## config.mk

```make
export PLATFORM = sky130hd
export DESIGN_NAME = dmem_wait_resp_flat
export DESIGN_NICKNAME = d
export VERILOG_FILES = /design/src/rtl/dmem_wait_resp_if.sv /design/src/rtl/dmem_wait_resp.sv /design/src/flat_wrapper.sv
export SDC_FILE = /design/constraint.sdc
export NUM_CORES = 2
export LEC_CHECK = 0
export BUFFER_PORTS_ARGS = -buffer_cell sky130_fd_sc_hd__clkbuf_2
export CAP_MARGIN = 30
export CORE_MARGIN = 2
export CORE_UTILIZATION = 40
export DETAILED_ROUTE_END_ITERATION = 8
export GPL_ROUTABILITY_DRIVEN = 0
export PLACE_DENSITY_LB_ADDON = 0.12
export SLEW_MARGIN = 0
export SYNTH_ARGS = -nofsm -noshare
export SYNTH_HDL_FRONTEND = slang
export SYNTH_SLANG_ARGS = --single-unit
export TNS_END_PERCENT = 50
```

## constraint.sdc

```tcl
create_clock -name i_clk -period 4.6 [get_ports i_clk]
set_clock_uncertainty 0.15 [all_clocks]
set_input_delay 0.69 -clock i_clk [delete_from_list [all_inputs] [get_ports i_clk]]
set_output_delay 0.69 -clock i_clk [all_outputs]
set_load 0.02 [all_outputs]
```

## src/rtl/dmem_wait_resp_if.sv

```systemverilog
// MEM-stage data port bundle between the pipeline (master) and the
// multi-cycle data memory responder (slave).
interface dmem_wait_resp_if;
    logic        req;
    logic        we;
    logic [31:0] addr;
    logic [31:0] wdata;
    logic [3:0]  be;
    logic [31:0] rdata;
    logic        ack;
    logic        err;
    logic        stall;

    modport master (
        output req, we, addr, wdata, be,
        input  rdata, ack, err, stall
    );

    modport slave (
        input  req, we, addr, wdata, be,
        output rdata, ack, err, stall
    );
endinterface

```

## src/rtl/dmem_wait_resp.sv

```systemverilog
// Data memory with a fixed access latency: accepts one request, stalls the
// pipeline for LATENCY busy cycles, then performs the access and acks once.
module dmem_wait_resp #(
    parameter int DEPTH   = 64,
    parameter int LATENCY = 2
) (
    input  logic             i_clk,
    input  logic             i_reset,
    dmem_wait_resp_if.slave  bus
);
    localparam int          IW       = $clog2(DEPTH);
    localparam logic [29:0] DEPTH_W  = 30'(DEPTH);
    localparam logic [3:0]  CNT_INIT = 4'(LATENCY - 1);

    typedef enum logic [1:0] {IDLE, BUSY, DONE} state_t;

    state_t         r_state, w_state_nxt;
    logic [3:0]     r_cnt;
    logic           r_we;
    logic [31:0]    r_addr;
    logic [31:0]    r_wdata;
    logic [3:0]     r_be;
    logic [31:0]    r_rdata;
    logic           r_ack;
    logic           r_err;
    logic [31:0]    r_mem [DEPTH];

    logic           w_access;
    logic           w_bad;
    logic [IW-1:0]  w_idx;

    assign w_access = (r_state == BUSY) && (r_cnt == 4'd0);
    assign w_bad    = (r_addr[1:0] != 2'b00) || (r_addr[31:2] >= DEPTH_W);
    assign w_idx    = r_addr[IW+1:2];

    always_comb begin
        w_state_nxt = r_state;
        case (r_state)
            IDLE:    if (bus.req) w_state_nxt = BUSY;
            BUSY:    if (r_cnt == 4'd0) w_state_nxt = DONE;
            // The pipeline still presents the completing request here, so never accept.
            DONE:    w_state_nxt = IDLE;
            default: w_state_nxt = IDLE;
        endcase
    end

    always_ff @(posedge i_clk or posedge i_reset) begin
        if (i_reset) begin
            r_state <= IDLE;
            r_cnt   <= 4'd0;
            r_ack   <= 1'b0;
            r_err   <= 1'b0;
            r_rdata <= 32'd0;
        end else begin
            r_state <= w_state_nxt;
            case (r_state)
                IDLE: if (bus.req) r_cnt <= CNT_INIT;
                BUSY: begin
                    if (r_cnt != 4'd0) begin
                        r_cnt <= r_cnt - 4'd1;
                    end else begin
                        r_ack   <= 1'b1;
                        r_err   <= w_bad;
                        r_rdata <= (w_bad || r_we) ? 32'd0 : r_mem[w_idx];
                    end
                end
                DONE: begin
                    r_ack <= 1'b0;
                    r_err <= 1'b0;
                end
                default: ;
            endcase
        end
    end

    // Request fields are captured once at accept; later input changes are ignored.
    always_ff @(posedge i_clk) begin
        if (r_state == IDLE && bus.req) begin
            r_we    <= bus.we;
            r_addr  <= bus.addr;
            r_wdata <= bus.wdata;
            r_be    <= bus.be;
        end
    end

    always_ff @(posedge i_clk) begin
        if (w_access && r_we && !w_bad) begin
            for (int i = 0; i < 4; i++) begin
                if (r_be[i]) r_mem[w_idx][8*i +: 8] <= r_wdata[8*i +: 8];
            end
        end
    end

    assign bus.rdata = r_rdata;
    assign bus.ack   = r_ack;
    assign bus.err   = r_err;
    assign bus.stall = (r_state == IDLE && bus.req) || (r_state == BUSY);
endmodule

```

## src/flat_wrapper.sv

```systemverilog
// flat-port wrapper written by rule: the top's interface ports become plain ports
module dmem_wait_resp_flat 
#(
    parameter int DEPTH   = 64,
    parameter int LATENCY = 2
)
  (i_clk, i_reset, bus_req, bus_we, bus_addr, bus_wdata, bus_be, bus_rdata, bus_ack, bus_err, bus_stall);
  dmem_wait_resp_if bus_i ();
  input  logic i_clk;
  input  logic i_reset;
  input wire logic [$bits(bus_i.req)-1:0] bus_req;
  input wire logic [$bits(bus_i.we)-1:0] bus_we;
  input wire logic [$bits(bus_i.addr)-1:0] bus_addr;
  input wire logic [$bits(bus_i.wdata)-1:0] bus_wdata;
  input wire logic [$bits(bus_i.be)-1:0] bus_be;
  output wire logic [$bits(bus_i.rdata)-1:0] bus_rdata;
  output wire logic [$bits(bus_i.ack)-1:0] bus_ack;
  output wire logic [$bits(bus_i.err)-1:0] bus_err;
  output wire logic [$bits(bus_i.stall)-1:0] bus_stall;
  assign bus_i.req = bus_req;
  assign bus_i.we = bus_we;
  assign bus_i.addr = bus_addr;
  assign bus_i.wdata = bus_wdata;
  assign bus_i.be = bus_be;
  assign bus_rdata = bus_i.rdata;
  assign bus_ack = bus_i.ack;
  assign bus_err = bus_i.err;
  assign bus_stall = bus_i.stall;
  dmem_wait_resp #(.DEPTH(DEPTH), .LATENCY(LATENCY)) u_core (.i_clk(i_clk), .i_reset(i_reset), .bus(bus_i));
endmodule
```

==> summary.txt <==
Timing
  – RSZ-0062 raised after global routing: no
  – Period utilisation layout: 81.5%
  – Final min period: 3.75 ns
  – Slew margin rel.: 28.4%
  – Worst-margin pin slew: 1.07 ns
  – Setup Viol. Count Final: 0
  – Final setup TNS: 0 ns
  – Max-slew violation count: 0
  – Final Hold Viols: 0
  – Maximum clock frequency: 0.267 GHz

Worst setup path
  – Critical Path Source Type: flop
  – Data arrival time of the worst path: 4.16 ns
  – Crit-path max FO: 9
  – Slowest-stage cell, CP: nand2_1
  – Crit-path max cell delay: 0.89 ns
  – Crit path cell chain: nor3b_1 -> nand2_1 -> buf_4 -> nor2_1 -> buf_4
  – Setup crit end kind: flop
  – Worst Path Required: 5.01 ns
  – Setup CP Type: reg -> reg
  – Most frequent CP cell: buf_4

Global route
  – First-pass GRT wire length: 370000 um
  – Gr usage total: 25.5%
  – Vias in the first global route: 43000
  – Grt ovf: 0
  – Initial antenna violation count: 18
  – Pin count of the biggest net entering global routing: 91

Floorplanning
  – Chip height: 461 um
  – DIE AREA: 213000 um2
  – FP Rows: 167
  – # IOs: 107
  – Die X-Extent: 461 um
  – Starting Density: 40.3%
  – Core region area: 207000 um2

Logic synthesis
  – Register area share after synthesis: 77.4%
  – Yosys warns: 0
  – Yosys reg bits: 2163
  – Area contributors post-synth: edfxtp_1 76%, mux4_2 13%, mux2i_1 1.7%, nor2_1 1.3%, dfrtp_1 1.2%
  – Synthesized net count: 4117
  – Area share of the largest cell type after synthesis: 76.1%
  – Area of the mapped netlist: 83600 um2
  – Post-synth top flop: edfxtp_1
  – Syn avg cell area: 20.7 um2
  – Yosys top cell by area: edfxtp_1
  – Post-synth EDFFs: 2117
  – Async SR Flop Fraction: 1.85%
  – Cell count after synthesis: 4043
  – Yosys cell types: 65

Detailed routing
  – DR WL/cell: 36.5 um
  – Detailed Routing Iterations Pass 1: 7
  – Post-DR vias/cell: 5.91
  – Vias: 43900
  – Routed Wire Length: 271000 um
  – DRC violations left: 0
  – Final ANT Viol Nets: 0
  – Drt initial violations: 6177

Power and ir drop
  – Leakage: 0.0305 uW
  – Power per cell area: 519 nW/um2
  – Maximum VDD drop: 394 uV
  – Total power: 50100 uW

Cells and area
  – Fin cells: 7431
  – Final net count: 4516
  – Share of layout cells above drive strength 1: 25.8%
  – Area Growth Syn to Fin: 15.6%
  – Leading cell type in the layout, fill and taps excluded: edfxtp_1
  – Commonest cells after routing, fill and taps aside: 2117 x edfxtp_1, 469 x mux4_2, 290 x nor2_1

CTS
  – CTS Buffer Depth: 3
  – Root Driver: clkbuf_16
  – Insertion delay to the later sink of the worst-skew pair: 0.90 ns
  – CTS H-tree lvls: 4
  – Postcts setup bufs: 0
  – CTS tree: yes
  – Clk slew on worst S/H paths: 0.07 ns
  – Post-cts sizing count: 0
  – Clock sink count: 2163
  – CTS Buf Count: 223

Placed design
  – Port bufs: 106
  – Inst Count DP: 6933
  – HPWL Detailed: 176000 um

Run status
  – Outcome: complete, no violations

Worst hold path
  – HP Class: in -> reg

Run
  – Max cap viols: 0
## through the flow
step	setup slack, ns	cell area (um2)	util (%)	hold slack, ns
2_1_floorplan	0.891	83600	-	0.355
3_3_place_gp	0.548	88300	42.5	0.375
3_5_place_dp	0.943	88500	42.7	0.383
4_1_cts	0.890	96600	46.5	0.107
5_1_grt	0.764	96600	46.6	0.200
6_report	0.853	96600	46.6	0.190
## logic make-up after synthesis
| kind of cell | after synthesis | synth area share (%) |
|---|---|---|
| AOI/OAI and AO/OA | 334 | 2.74 |
| buffers and inverters | 239 | 1.64 |
| muxes | 633 | 14.6 |
| adders and majority gates | 2 | 0.0299 |
| DFF | 2163 | 77.4 |
| and+or+nand+nor | 670 | 3.52 |
| xor gates and xnor gates | 2 | 0.0210 |
## area by class of cell
class	count	area, um2
fillers	17200	111000
diodes	7	17.5
inverters	8	30.0
repair buffers	405	3410
flip-flops and latches	2163	64700
clock buffers	273	5850
well taps	2788	3490
multi-input cells	1641	17600
clock inverters	146	1530
## critical path: cells and delay by family (launching register included)
| family | cells | cell delay [ns] |
|---|---|---|
| simple gates | 3 | 1.96 |
| flops | 1 | 0.57 |
| buf+inv | 2 | 0.73 |
## synth_stat cells (40+ instances only)
cell type	number
nand3_1	57
a22oi_1	73
edfxtp_1	2117
nor2_1	297
a21oi_1	60
buf_2	51
mux2i_1	139
nand2_1	180
dfrtp_1	40
mux4_2	469
o21ai_0	40
o22ai_1	43
clkbuf_1	102
## power by group
group          internal, uW  total, uW  switching (uW)
Combinational          3250       9070            5820
Sequential            22300      22700             403
Clock                 10500      18300            7790
Total                 36100      50100           14000
## final timing paths
path	start	endpoint	slack (ns)	depth (start not counted)
min in group asynchronous	i_reset	u_core.bus.rdata[12]	0.35	3
setup reg to reg	u_core.r_addr[5]	u_core.r_mem[23][1]	0.85	5
max in group asynchronous	i_reset	u_core.bus.rdata[6]	2.93	4
setup / recovery	u_core.r_addr[5]	u_core.r_mem[23][1]	0.85	5
hold reg to reg	u_core.r_cnt[1]	u_core.r_cnt[1]	0.40	1
hold / removal	bus_req	u_core.r_state[0]	0.19	3
## per-layer routing
metal | GRT usage (%) | up-vias | part of all wire, %
met5 | 0 | - | 0.0066
met3 | 4.73 | 376 | 7.9
met1 | 36.2 | 23900 | 42
met4 | 9.72 | 2 | 3.9
met2 | 39.4 | 2147 | 47
li1 | - | 17500 | -
## state kept, by name (all words and copies together) (netlist names), named ones only
signal            flops
u_core.r_wdata       32
u_core.r_state        2
u_core.r_be           4
u_core.r_cnt          4
u_core.r_mem       2048
u_core.bus.err        1
u_core.r_we           1
u_core.bus.rdata     32
u_core.bus.ack        1
u_core.r_addr        32
## timing repair
action / 4_1_cts / 5_1_grt
endpoints found under the hold margin: 97 / 0
hold buffers: 70 / 0
setup endpoints to repair: 0 / 0
(Power assumes the default switching activity.)
